===== src/rtl/pipe_hazard_ctrl_if.sv =====
// Pipeline sequencing bundle between the RV32I datapath (master) and the
// hazard/sequencing controller (slave).
interface pipe_hazard_ctrl_if;
  logic        id_valid_i;
  logic [31:0] id_insn_i;
  logic        ex_valid_i;
  logic        ex_is_load_i;
  logic [4:0]  ex_rd_i;
  logic        ex_redirect_i;
  logic        mem_busy_i;
  logic        pc_en_o;
  logic        ifid_en_o;
  logic        ifid_flush_o;
  logic        idex_bubble_o;
  logic [6:0]  id_opcode_o;
  logic        halt_o;

  modport master (
    output id_valid_i, id_insn_i, ex_valid_i, ex_is_load_i, ex_rd_i,
           ex_redirect_i, mem_busy_i,
    input  pc_en_o, ifid_en_o, ifid_flush_o, idex_bubble_o, id_opcode_o, halt_o
  );

  modport slave (
    input  id_valid_i, id_insn_i, ex_valid_i, ex_is_load_i, ex_rd_i,
           ex_redirect_i, mem_busy_i,
    output pc_en_o, ifid_en_o, ifid_flush_o, idex_bubble_o, id_opcode_o, halt_o
  );
endinterface


===== src/rtl/pipe_hazard_ctrl.sv =====
// Hazard / sequencing controller for the 5-stage RV32I core: load-use stall,
// EX redirect flush, ECALL drain-and-halt. PIPE_HAZARD_PERF_EN adds perf counters.
module pipe_hazard_ctrl #(
  parameter int FLUSH_CYCLES = 1,
  parameter int DRAIN_CYCLES = 3
) (
  input  logic              clk,
  input  logic              rst_n,
  pipe_hazard_ctrl_if.slave bus
`ifdef PIPE_HAZARD_PERF_EN
  ,
  output logic [31:0]       stall_cnt_o,
  output logic [31:0]       flush_cnt_o
`endif
);

  typedef enum logic [1:0] {RUN, FLUSH, DRAIN, HALT} state_e;

  localparam logic [2:0] FLUSH_LOAD = 3'(FLUSH_CYCLES - 1);
  localparam logic [2:0] DRAIN_LOAD = 3'(DRAIN_CYCLES - 1);

  localparam logic [6:0] OPC_JALR   = 7'b1100111;
  localparam logic [6:0] OPC_BRANCH = 7'b1100011;
  localparam logic [6:0] OPC_LOAD   = 7'b0000011;
  localparam logic [6:0] OPC_STORE  = 7'b0100011;
  localparam logic [6:0] OPC_OPIMM  = 7'b0010011;
  localparam logic [6:0] OPC_OP     = 7'b0110011;

  state_e     state_q, state_d;
  logic [2:0] cnt_q, cnt_d;
  logic       halt_q;

  logic [6:0] opc;
  logic       use_rs1, use_rs2;
  logic       load_use, ecall;
  logic       pc_en, ifid_en, flush, bubble, stall_evt;

  assign opc = bus.id_insn_i[6:0];

  always_comb begin
    use_rs1 = 1'b0;
    use_rs2 = 1'b0;
    case (opc)
      OPC_JALR, OPC_LOAD, OPC_OPIMM: use_rs1 = 1'b1;
      OPC_BRANCH, OPC_STORE, OPC_OP: begin
        use_rs1 = 1'b1;
        use_rs2 = 1'b1;
      end
      default: ;
    endcase
  end

  assign load_use = bus.id_valid_i & bus.ex_valid_i & bus.ex_is_load_i &
                    (bus.ex_rd_i != 5'd0) &
                    ((use_rs1 & (bus.id_insn_i[19:15] == bus.ex_rd_i)) |
                     (use_rs2 & (bus.id_insn_i[24:20] == bus.ex_rd_i)));

  assign ecall = bus.id_valid_i & (bus.id_insn_i == 32'h0000_0073);

  always_ff @(posedge clk or negedge rst_n) begin
    if (!rst_n) begin
      state_q <= RUN;
      cnt_q   <= 3'd0;
      halt_q  <= 1'b0;
    end else begin
      state_q <= state_d;
      cnt_q   <= cnt_d;
      halt_q  <= (state_d == HALT);
    end
  end

  // Next state: HALT is absorbing, a busy memory freezes everything else.
  always_comb begin
    state_d = state_q;
    cnt_d   = cnt_q;
    if (state_q != HALT && !bus.mem_busy_i) begin
      if (bus.ex_redirect_i && state_q != DRAIN) begin
        state_d = FLUSH;
        cnt_d   = FLUSH_LOAD;
      end else if (state_q == FLUSH) begin
        if (cnt_q == 3'd0) state_d = RUN;
        else               cnt_d   = cnt_q - 3'd1;
      end else if (state_q == DRAIN) begin
        if (cnt_q == 3'd0) state_d = HALT;
        else               cnt_d   = cnt_q - 3'd1;
      end else if (!load_use && ecall) begin
        state_d = DRAIN;
        cnt_d   = DRAIN_LOAD;
      end
    end
  end

  // Outputs are forced low while reset is asserted, independent of the clock.
  always_comb begin
    pc_en     = 1'b0;
    ifid_en   = 1'b0;
    flush     = 1'b0;
    bubble    = 1'b0;
    stall_evt = 1'b0;
    if (!rst_n) begin
      pc_en = 1'b0;
    end else if (state_q == HALT) begin
      flush  = 1'b1;
      bubble = 1'b1;
    end else if (bus.mem_busy_i) begin
      pc_en = 1'b0;
    end else if ((bus.ex_redirect_i && state_q != DRAIN) || state_q == FLUSH) begin
      pc_en   = 1'b1;
      ifid_en = 1'b1;
      flush   = 1'b1;
      bubble  = 1'b1;
    end else if (state_q == DRAIN) begin
      flush  = 1'b1;
      bubble = 1'b1;
    end else if (load_use) begin
      bubble    = 1'b1;
      stall_evt = 1'b1;
    end else if (ecall) begin
      flush = 1'b1;
    end else begin
      pc_en   = 1'b1;
      ifid_en = 1'b1;
    end
  end

  assign bus.pc_en_o       = pc_en;
  assign bus.ifid_en_o     = ifid_en;
  assign bus.ifid_flush_o  = flush;
  assign bus.idex_bubble_o = bubble;
  assign bus.id_opcode_o   = (!rst_n || bubble || flush || !bus.id_valid_i) ? 7'd0 : opc;
  assign bus.halt_o        = halt_q;

`ifdef PIPE_HAZARD_PERF_EN
  logic [31:0] stall_cnt_q, flush_cnt_q;

  always_ff @(posedge clk or negedge rst_n) begin
    if (!rst_n) begin
      stall_cnt_q <= 32'd0;
      flush_cnt_q <= 32'd0;
    end else begin
      if (stall_evt) stall_cnt_q <= stall_cnt_q + 32'd1;
      if (flush && state_q != HALT && !bus.mem_busy_i) flush_cnt_q <= flush_cnt_q + 32'd1;
    end
  end

  assign stall_cnt_o = stall_cnt_q;
  assign flush_cnt_o = flush_cnt_q;
`endif

endmodule

===== src/flat_wrapper.sv =====
// flat-port wrapper written by rule: the top's interface ports become plain ports
module pipe_hazard_ctrl_flat 
#(
  parameter int FLUSH_CYCLES = 1,
  parameter int DRAIN_CYCLES = 3
)
  (clk, rst_n, bus_id_valid_i, bus_id_insn_i, bus_ex_valid_i, bus_ex_is_load_i, bus_ex_rd_i, bus_ex_redirect_i, bus_mem_busy_i, bus_pc_en_o, bus_ifid_en_o, bus_ifid_flush_o, bus_idex_bubble_o, bus_id_opcode_o, bus_halt_o);
  pipe_hazard_ctrl_if bus_i ();
  input  logic clk;
  input  logic rst_n;
  input wire logic [$bits(bus_i.id_valid_i)-1:0] bus_id_valid_i;
  input wire logic [$bits(bus_i.id_insn_i)-1:0] bus_id_insn_i;
  input wire logic [$bits(bus_i.ex_valid_i)-1:0] bus_ex_valid_i;
  input wire logic [$bits(bus_i.ex_is_load_i)-1:0] bus_ex_is_load_i;
  input wire logic [$bits(bus_i.ex_rd_i)-1:0] bus_ex_rd_i;
  input wire logic [$bits(bus_i.ex_redirect_i)-1:0] bus_ex_redirect_i;
  input wire logic [$bits(bus_i.mem_busy_i)-1:0] bus_mem_busy_i;
  output wire logic [$bits(bus_i.pc_en_o)-1:0] bus_pc_en_o;
  output wire logic [$bits(bus_i.ifid_en_o)-1:0] bus_ifid_en_o;
  output wire logic [$bits(bus_i.ifid_flush_o)-1:0] bus_ifid_flush_o;
  output wire logic [$bits(bus_i.idex_bubble_o)-1:0] bus_idex_bubble_o;
  output wire logic [$bits(bus_i.id_opcode_o)-1:0] bus_id_opcode_o;
  output wire logic [$bits(bus_i.halt_o)-1:0] bus_halt_o;
  assign bus_i.id_valid_i = bus_id_valid_i;
  assign bus_i.id_insn_i = bus_id_insn_i;
  assign bus_i.ex_valid_i = bus_ex_valid_i;
  assign bus_i.ex_is_load_i = bus_ex_is_load_i;
  assign bus_i.ex_rd_i = bus_ex_rd_i;
  assign bus_i.ex_redirect_i = bus_ex_redirect_i;
  assign bus_i.mem_busy_i = bus_mem_busy_i;
  assign bus_pc_en_o = bus_i.pc_en_o;
  assign bus_ifid_en_o = bus_i.ifid_en_o;
  assign bus_ifid_flush_o = bus_i.ifid_flush_o;
  assign bus_idex_bubble_o = bus_i.idex_bubble_o;
  assign bus_id_opcode_o = bus_i.id_opcode_o;
  assign bus_halt_o = bus_i.halt_o;
  pipe_hazard_ctrl #(.FLUSH_CYCLES(FLUSH_CYCLES), .DRAIN_CYCLES(DRAIN_CYCLES)) u_core (.clk(clk), .rst_n(rst_n), .bus(bus_i));
endmodule

===== config.mk =====
export PLATFORM = sky130hd
export DESIGN_NAME = pipe_hazard_ctrl_flat
export DESIGN_NICKNAME = d
export VERILOG_FILES = /design/src/rtl/pipe_hazard_ctrl_if.sv /design/src/rtl/pipe_hazard_ctrl.sv /design/src/flat_wrapper.sv
export SDC_FILE = /design/constraint.sdc
export NUM_CORES = 1
export LEC_CHECK = 0
export ABC_AREA = 1
export BUFFER_PORTS_ARGS = -buffer_cell sky130_fd_sc_hd__buf_2
export CORE_ASPECT_RATIO = 1.1
export CORE_MARGIN = 1.5
export CORE_UTILIZATION = 30
export CTS_CLUSTER_SIZE = 28
export DETAILED_ROUTE_END_ITERATION = 10
export SYNTH_ARGS = -nofsm -noshare
export SYNTH_HDL_FRONTEND = slang
export SYNTH_SLANG_ARGS = --single-unit
export TNS_END_PERCENT = 5

===== constraint.sdc =====
create_clock -name clk -period 1.65 [get_ports clk]
set_input_delay 0.2475 -clock clk [delete_from_list [all_inputs] [get_ports clk]]
set_output_delay 0.2475 -clock clk [all_outputs]
set_load 0.05 [all_outputs]

==> summary.txt <==
Layout
  • Area delta synth->final: 63.6%
  • Fin nets: 286
  • Design area: 1520 um2
  • Layout filler cell count: 308
  • Share of layout cells above drive strength 1: 46.2%
  • N_diodes: 0
  • Layout Cells excl Fill: 271
  • Core Util, Final: 53.2%

Setup path
  • Worst Setup SP: u_core.state_q[0]
  • Arr. time, crit path: 1.74 ns
  • Critical Path Sink Type: output port
  • Buffers plus inverters on the worst setup path: 2
  • Worst reg2reg path startpoint: u_core.cnt_q[0]
  • Maximum net fanout on the critical path: 7
  • Critical Path Start Type: flop
  • CP Data Required Time: 1.40 ns
  • Crit-path cells: nor2_4 > nor2_2 > nor2_4 > nand2_2 > clkinv_2 > nand2_4 > a21oi_4 > nand3_4 > nor2_2 > buf_6
  • Worst path max stage delay: 0.43 ns
  • Class of the most critical setup path: flop to output port
  • Slowest-stage cell, CP: dfrtp_2
  • Critical path's top delay family: simple AND/OR/NAND/NOR gates

Floorplan
  • Core ar.: 2850 um2
  • Die H: 61.3 um
  • Die width: 56.0 um
  • Ports: 56
  • Initial core utilization: 32.5%
  • Row cnt: 20
  • Die Area: 3430 um2

STA
  • Final Max Tran Viols: 0
  • Post-route minimum period: 1.98 ns
  • Slew HR: 80.1%
  • Final setup fails: 11
  • Worst hold margin: 0.307 ns
  • Hold Vio Cnt, Final: 0
  • RSZ-0062 raised after global routing: yes
  • Actual slew at the worst max-slew pin: 0.294 ns
  • Fin crit share: 120%
  • Sum Neg Setup Slack: -2.76 ns
  • F_max: 504 MHz
  • Final setup margin: -0.335 ns
  • Max Clock Skew: 0.00381 ns

Detailed routing
  • Residual DRC: 0
  • TritonRoute pass-1 iters: 4
  • WL final: 2350 um
  • Initial DRC Count: 30
  • Routed len/inst: 8.68 um
  • DR vias: 1167
  • Antenna violation net count after detailed routing: 0
  • DR vias/cell: 4.31

Global routing
  • Tot GR Track Use: 15.1%
  • Gr ovfl total: 0
  • Vias in the first global route: 1070
  • Largest net degree at the start of global routing: 8
  • First-pass GRT wire length: 4240 um
  • Initial antenna violation count: 0

Run status
  • Failing checks: negative setup slack
  • Status: complete, but fails checks

Placed design
  • Placed insts: 267
  • Placed Area: 1400 um2
  • Final GP Congestion: 0.807
  • Dpl hpwl: 2110 um
  • Number of I/O port buffers: 55
  • Pre-CTS WS: -0.196 ns

Power
  • Psw: 138 uW
  • VDD IR max: 0.000402 V
  • Switching Fraction: 30.2%
  • Leakage: 0.848 nW
  • Sequential share of power: 32.3%
  • Comb power frac: 40.5%
  • Pint: 320 uW
  • PwrDens: 302 nW/um2
  • Clock share of power: 27.2%
  • Power, Total: 458 uW

Clock tree
  • Root buffer cell: clkbuf_4
  • CTS H-tree lvls: 1
  • Clock Tree Buf Depth: 2
  • Sinks on Clock Net: 6
  • Clk Latency, worst-skew pair: 0.23 ns
  • Clk slew on worst S/H paths: 0.04 ns
  • CTS buffer count: 3
  • TritonCTS clock tree: yes

Synth
  • Cell variety after synth: 28
  • Seq/Total Area, Yosys: 16.2%
  • #FFs+latches synth: 6
  • Post-synth EDFFs: 0
  • Synth Cell Area: 927 um2
  • Post-Syn Instances: 159
  • Syn Nets: 205
  • Post-synth top flop: dfrtp_1
  • Ys async rst share: 100%
  • Mean Syn Cell Area: 5.83 um2
  • Synth Warn #: 0

Hold path
  • Worst min path class: input port to flop
  • Critical hold path startpoint: bus_mem_busy_i

Job
  • Max-Cap Viols: 0
## repair_timing
| action | CTS | global route |
|---|---|---|
| setup endpoints to repair | 11 | 12 |
| cloned | 0 | 0 |
| pin swaps | 1 | 1 |
| resized for setup | 22 | 4 |
| hold buffers | 1 | 0 |
| buffers inserted | 0 | 0 |
| endpoints found under the hold margin | 6 | 0 |
## state kept, by name (all words and copies together), names as in the netlist
| name | flops |
|---|---|
| u_core.cnt_q | 3 |
| u_core.state_q | 2 |
| u_core.bus.halt_o | 1 |
## worst paths after layout
kind                       slack, ns            endpoint  depth (start not counted)
setup / recovery               -0.33  bus_id_opcode_o[2]                         10
hold / removal                  0.31   u_core.state_q[0]                          2
setup reg to reg                0.21     u_core.cnt_q[1]                          7
hold reg to reg                 0.48     u_core.cnt_q[0]                          2
max in group asynchronous       1.03   u_core.state_q[0]                          3
min in group asynchronous       0.50     u_core.cnt_q[0]                          3
## cells in the mapped netlist, types with 2 or more instances
cell type	instances	share of area, %
ha_1	2	2.7
nand4_1	3	2.0
a21oi_1	4	2.2
nor3_1	5	2.7
inv_1	21	8.5
nor2_4	2	2.4
inv_2	6	2.4
nor2_1	32	13
o21ai_1	2	1.1
nor2_2	9	6.1
nand2_2	2	1.3
nand3b_1	3	2.4
dfrtp_1	6	16
xor2_1	4	3.8
nand2_1	37	15
xnor2_1	4	3.8
nand3_1	6	3.2
## layout by cell type, fill, tap and decap left out, drive strengths merged, types with 2 or more instances in the layout
master	count
buf	76
dfrtp	6
clkbuf	3
nand4	3
nor2	43
o21ai	2
nand2	40
a21oi	5
nor3	6
nand3b	3
xnor2	4
nand3	7
ha	2
inv	27
xor2	4
## layer usage
| layer | global-route usage [%] | up-vias | wire [um] |
|---|---|---|---|
| met2 | 27.6 | 33 | 1120 |
| met3 | 1.68 | 0 | 108 |
| met1 | 19.6 | 478 | 1130 |
| met5 | 0 | - | 0 |
| met4 | 3.06 | 0 | 0 |
| li1 | - | 656 | - |
## logic make-up (layout without fill, tap and decap cells)
| group | Yosys count | count (layout) | synth area share, % |
|---|---|---|---|
| flip-flops | 6 | 6 | 16.2 |
| XOR/XNOR | 8 | 8 | 7.56 |
| buffers and inverters | 29 | 108 | 12.3 |
| AND/OR/NAND/NOR | 104 | 104 | 53.7 |
| adder cells (fa/ha/maj) | 2 | 2 | 2.70 |
| AO/OA/AOI/OAI | 10 | 10 | 7.56 |
## layout make-up
cell class / count / area, um2 / share of cell area, %
Multi-Input combinational cell: 124 / 691 / 45.5
Tap cell: 33 / 41.3 / 2.72
Timing Repair Buffer: 77 / 504 / 33.3
Inverter: 28 / 106 / 7.01
Sequential cell: 6 / 151 / 9.98
Clock buffer: 3 / 22.5 / 1.49
## power by group through the flow
stage                     Clock, mW  Combinational [mW]  Sequential, mW
after floorplan                   0              0.0784           0.150
after global routing          0.138               0.207           0.148
after detailed placement          0               0.179           0.150
final                         0.125               0.186           0.148
after global placement            0               0.178           0.150
after CTS                     0.133               0.185           0.148
Power figures use the tool's default switching activity.
